$ cat config.mk
export PLATFORM = sky130hd
export DESIGN_NAME = code_conv_sequencer
export DESIGN_NICKNAME = d
export VERILOG_FILES = /design/src/rtl/code_conv_sequencer.sv
export SDC_FILE = /design/constraint.sdc
export NUM_CORES = 1
export LEC_CHECK = 0
export ABC_CLOCK_PERIOD_IN_PS = 3740
export CORE_ASPECT_RATIO = 1.4
export CORE_MARGIN = 3
export CORE_UTILIZATION = 30
export DETAILED_ROUTE_END_ITERATION = 10
export PLACE_DENSITY = 0.7
export SYNTH_ARGS = -nofsm -noshare
export SYNTH_HDL_FRONTEND = slang
export SYNTH_SLANG_ARGS = --single-unit
$ cat constraint.sdc
create_clock -name clk -period 3.74 [get_ports clk]
set_input_delay 0.935 -clock clk [delete_from_list [all_inputs] [get_ports clk]]
set_output_delay 0.935 -clock clk [all_outputs]
set_load 0.02 [all_outputs]
$ cat src/rtl/code_conv_sequencer.sv
// code_conv_sequencer
//
// Upstream sequencer for the combinational 4-bit code converter. It accepts one
// nibble plus mode per valid/ready transaction, holds the converter data lines
// and mode selects stable for SETTLE_CYCLES cycles, then captures the result bus
// that matches the mode and offers it downstream with a valid/ready handshake.
//
// Parameters:
//   SETTLE_CYCLES  cycles the converter inputs are held before sampling (1..15)
//
// Optional feature macro: CONV_RANGE_CHECK_EN
//   When defined, BCD->excess-3 (mode 01) with data > 9 and excess-3->BCD
//   (mode 11) with data < 3 or > 12 raise out_err and force out_data to 0000.
//   When undefined, out_err is tied low and out_data is the raw selected bus.
//
// Ports:
//   clk, rst_n              clock, synchronous active-low reset
//   in_valid/in_ready       upstream handshake (in_ready is registered)
//   in_data[3:0], in_mode   nibble and conversion select
//   A,B,C,D, S2,S1          converter data lines / mode selects (registered)
//   o0..o3[3:0]             converter result buses for modes 00..11
//   out_valid/out_ready     downstream handshake
//   out_data, out_mode      converted nibble and the mode it was produced under
//   out_err                 input outside the legal code range
//
// State table:
//   state    | meaning
//   ST_IDLE  | in_ready=1, waiting for in_valid; converter inputs hold last value
//   ST_DRIVE | converter inputs held, settle counter running down to 0
//   ST_HOLD  | out_valid=1, result held until out_ready

module code_conv_sequencer #(
    parameter int SETTLE_CYCLES = 2
) (
    input  logic       clk,
    input  logic       rst_n,
    input  logic       in_valid,
    output logic       in_ready,
    input  logic [3:0] in_data,
    input  logic [1:0] in_mode,
    output logic       A,
    output logic       B,
    output logic       C,
    output logic       D,
    output logic       S2,
    output logic       S1,
    input  logic [3:0] o0,
    input  logic [3:0] o1,
    input  logic [3:0] o2,
    input  logic [3:0] o3,
    output logic       out_valid,
    input  logic       out_ready,
    output logic [3:0] out_data,
    output logic [1:0] out_mode,
    output logic       out_err
);

    typedef enum logic [1:0] {
        ST_IDLE  = 2'd0,
        ST_DRIVE = 2'd1,
        ST_HOLD  = 2'd2
    } state_t;

    // The counter expires on the SETTLE_CYCLES-th edge after acceptance.
    localparam logic [3:0] CNT_LOAD = 4'(SETTLE_CYCLES - 1);

    state_t     state_q, state_d;
    logic [3:0] cnt_q, cnt_d;
    logic [3:0] data_q, data_d;
    logic [1:0] mode_q, mode_d;
    logic       in_ready_q, in_ready_d;
    logic       out_valid_q, out_valid_d;
    logic [3:0] out_data_q, out_data_d;
    logic [1:0] out_mode_q, out_mode_d;
    logic       out_err_q, out_err_d;

    logic [3:0] sel_bus;
    logic       range_bad;

    always_comb begin
        sel_bus = o0;
        case (mode_q)
            2'b00:   sel_bus = o0;
            2'b01:   sel_bus = o1;
            2'b10:   sel_bus = o2;
            default: sel_bus = o3;
        endcase
    end

`ifdef CONV_RANGE_CHECK_EN
    // Checked against the held data, i.e. what the converter actually saw.
    always_comb begin
        range_bad = 1'b0;
        case (mode_q)
            2'b01:   range_bad = (data_q > 4'd9);
            2'b11:   range_bad = (data_q < 4'd3) || (data_q > 4'd12);
            default: range_bad = 1'b0;
        endcase
    end
`else
    assign range_bad = 1'b0;
`endif

    always_comb begin
        state_d     = state_q;
        cnt_d       = cnt_q;
        data_d      = data_q;
        mode_d      = mode_q;
        out_valid_d = out_valid_q;
        out_data_d  = out_data_q;
        out_mode_d  = out_mode_q;
        out_err_d   = out_err_q;

        case (state_q)
            ST_IDLE: begin
                if (in_valid) begin
                    data_d  = in_data;
                    mode_d  = in_mode;
                    cnt_d   = CNT_LOAD;
                    state_d = ST_DRIVE;
                end
            end
            ST_DRIVE: begin
                if (cnt_q == 4'd0) begin
                    out_data_d  = range_bad ? 4'b0000 : sel_bus;
                    out_mode_d  = mode_q;
                    out_err_d   = range_bad;
                    out_valid_d = 1'b1;
                    state_d     = ST_HOLD;
                end else begin
                    cnt_d = cnt_q - 4'd1;
                end
            end
            ST_HOLD: begin
                // out_valid_q is always 1 here, so out_ready alone completes it.
                if (out_ready) begin
                    out_valid_d = 1'b0;
                    state_d     = ST_IDLE;
                end
            end
            default: begin
                state_d     = ST_IDLE;
                out_valid_d = 1'b0;
            end
        endcase

        // Registered ready: depends only on the next state, never on out_ready
        // combinationally at the output.
        in_ready_d = (state_d == ST_IDLE);
    end

    always_ff @(posedge clk) begin
        if (!rst_n) begin
            state_q     <= ST_IDLE;
            cnt_q       <= 4'd0;
            data_q      <= 4'd0;
            mode_q      <= 2'd0;
            in_ready_q  <= 1'b1;
            out_valid_q <= 1'b0;
            out_data_q  <= 4'd0;
            out_mode_q  <= 2'd0;
            out_err_q   <= 1'b0;
        end else begin
            state_q     <= state_d;
            cnt_q       <= cnt_d;
            data_q      <= data_d;
            mode_q      <= mode_d;
            in_ready_q  <= in_ready_d;
            out_valid_q <= out_valid_d;
            out_data_q  <= out_data_d;
            out_mode_q  <= out_mode_d;
            out_err_q   <= out_err_d;
        end
    end

    assign in_ready  = in_ready_q;
    assign A         = data_q[3];
    assign B         = data_q[2];
    assign C         = data_q[1];
    assign D         = data_q[0];
    assign S2        = mode_q[1];
    assign S1        = mode_q[0];
    assign out_valid = out_valid_q;
    assign out_data  = out_data_q;
    assign out_mode  = out_mode_q;
    assign out_err   = out_err_q;

endmodule

==> results list <==
- At the end of routability-driven placement, the weighted congestion stood at 0.779.
- Number of library cell types mapped by synthesis: 32
- Async SR Flop Fraction: 0%
- Highest-delay cell along the critical path: clkdlybuf4s50_1
- Vias in the first global route: 872
* CP max FO: 7
- CTS saw 20 sinks.
- For this run, the share of the core covered by cells in the final layout is 47.8%.
- WP data arrival: 1.44 ns
- Number of nets in the layout: 163
- The smallest clock period supported by the final layout is computed as approximately 2.4 ns.
- Including well taps, the total number of placed cells is 168.
* Post-synth top flop: dfxtp_1
- Detailed-router iteration count before antenna repair: 4
- The final route contains 858 vias.
- Remaining antenna violation count after routing: 0
- Family with the most delay on the worst path: buffers and inverters
* Clk slew on worst S/H paths: 0.07 ns
* First-pass GRT wire length: approximately 3900 um
- Measured slew at the worst slew-check pin: around 0.7 ns
- The mapped netlist covers between 900 and 1000 um^2.
- For flop-to-flop paths, the worst setup slack is 2.00 ns.
* Starting Density: 32.0%
- Area grow syn2layout: 49.2%
- Deepest level of the CTS H-tree: 1
- After synthesis the netlist holds a flip-flop and latch count of 20.
* Tcrit/Tclk final: 63.5%
- Traced cell by cell, the critical path runs through clkdlybuf4s50_1.
- The Yosys step of the flow raised 0 warnings.
- Maximum number of pins on one net before global-route repair: 15
* Std-Cell Core Area: 2910 um^2
- The tool flagged a number of max-cap violations equal to 0.
- Top cells by area, synth: dfxtp_1 (43%), mux4_2 (9.7%), nand2_1 (6.5%)
* Skew final: 0.00289 ns
- Summing all flip-flop and latch instances after layout gives 400 um^2.
- WS Path Type: flop to output pin
* Sort of element at the end of the critical path: output pin
- At the worst endpoint, the required time is 2.80 ns.
- Global routing used 13.5% of the available tracks.
* Maximum VDD drop: 0.272 mV
- Insertion delay to the later sink of the worst-skew pair: 0.25 ns
- 41 I/O pins were placed.
- The largest total area in the synthesized netlist belongs to dfxtp_1.
- After detailed routing, the number of remaining DRC violations is 0.
- The wire-length estimate of the detail-placed layout is 1790 um.
- Sequential elements use ~43% of the synthesized area.
- The floorplan step set the die width to between 50 and 60 um.
* Setup Fix Bufs, Post-CTS: 0
- The number of antenna violations at the first check in global routing is 0.
- Clock tree from TritonCTS: built
- Worst min-delay path category: flop to flop
- Worst setup slack after placement: 1.23 ns
* CTS Hold Buffers Added: 0
* Final hold violation count: 0
* Dominant cell by count in the synthesized netlist: dfxtp_1
- After synthesis, the mean cell area works out to 9.50 um^2.
* Combined area of the multi-input logic cells: 478 um^2
* Post-synthesis net count: 125
* Setup repair after global routing missed its margin: no
- After layout, the worst setup slack is 1.36 ns.
- The floorplan step defined a die boundary enclosing 3820 um^2.
- Summed over its instances, the top area cell type makes up 43.0% of the synthesized netlist area.
* Site Rows: 23
- Antenna cell count: 0
* Non-filler cells, final: about 170
- Setup violations remaining at the end of the flow were counted as 0.
- In the final routed layout, each cell accounts on average for 13.5 um.
* Fillcell total: 272
- Critical path startpoint category: flop
* Most used standard cells in the synthesized netlist: dfxtp_1 (20), nand2_1 (16), a21oi_1 (9), o21ai_0 (6), inv_1 (5)
- The number of slew-limit violations in the final report was 0.
- Once the clock tree was built, the resizer swapped 0 gates to a different size.
* Proportion of layout cells with a drive suffix above 1: between 10% and 20%
- Number of synthesized flops with an enable pin: 0
- Synthesis produced 98 cells.
- Buffer and inverter count on the worst path: 1
- Buffers inserted during clock tree synthesis total 3.
- Buffers placed on the I/O ports in this run total 39.
* Number of DRC markers after the initial detailed-route iteration: 13
- Setup total negative slack on the finished layout was measured at 0 ns.
* Outcome: completed
- The total overflow left after global routing is 0.
- Maximum clock rate: 421 MHz
- Total length of routed wires: roughly 2300 um
- Max clock buf depth: 2
- Measured against its own limit, the worst slew margin works out to 54.0%.
- Summed over all cells, the static leakage comes to between 0.0004 and 0.0005 uW.
* Vias per Instance: around 5
* Power density over cell area: 451 nW/um^2
- The die is 71.9 um tall.
- Peak per-stage delay on the critical path: 0.68 ns
- Clock tree synthesis selected as its root buffer the cell clkbuf_8.
==> stage by stage <==
step	cell area (um^2)	hold slack, ns	total power [uW]
after floorplan	931	0.477	389
after global routing	1390	0.489	663
final	1390	0.469	626
after global placement	1330	0.449	460
after detailed placement	1330	0.458	468
after CTS	1390	0.474	629
==> sequential cells by signal, summed over array words and instances (netlist names) <==
name       cells
out_mode       2
mode_q         2
out_data       4
state_q        2
in_ready       1
cnt_q          4
data_q         4
out_valid      1
==> power breakdown <==
group | internal (uW) | switching [uW] | total [uW]
registers | 240 | 25.1 | 265
logic | 102 | 96.7 | 199
clock network | 93.5 | 69.2 | 163
==> area by class of cell <==
type,count,area share [%]
tap,37,3.33
clock buffer,4,3.96
multi-input combinational,67,34.4
inverter,5,1.35
sequential,20,28.8
timing repair buffer,39,28.1
==> placed cells by master, fill, tap and decap left out, types with 2 or more instances in the layout <==
cell type        count
or3_1                2
clkbuf_8             4
mux4_2               4
a211oi_1             2
nand2_1             16
nor3b_1              2
nor2_1               2
o2bb2ai_1            4
or3b_2               2
a21oi_1              9
o21ai_0              6
nand3_1              2
or4_1                2
dfxtp_1             20
clkdlybuf4s50_1     39
inv_1                5
==> final timing paths <==
kind	from	to	cells after the start
max reg2reg	cnt_q[0]$_SDFFE_PN0P_	out_data[2]$_SDFFE_PN0P_	5
min	data_q[3]$_SDFFE_PN0P_	data_q[3]$_SDFFE_PN0P_	2
max	mode_q[0]$_SDFFE_PN0P_	S1	1
min reg2reg	data_q[3]$_SDFFE_PN0P_	data_q[3]$_SDFFE_PN0P_	2
==> metal layers <==
| metal | share of wire, % | vias up | global-route usage (%) |
|---|---|---|---|
| li1 | - | 426 | - |
| met1 | 43 | 412 | 17.5 |
| met2 | 53 | 18 | 22.7 |
| met3 | 2.8 | 2 | 1.85 |
| met4 | 0.43 | 0 | 4.83 |
| met5 | 0 | - | 0 |
==> cell families after synthesis <==
family	share of synthesized area, %
simple gates	20.0
compound gates	19.9
flops	43.0
buf+inv	5.65
mux	9.68
fa+ha+maj	1.34
other cells	0.403
No activity file was read; power rests on OpenSTA's default activity.
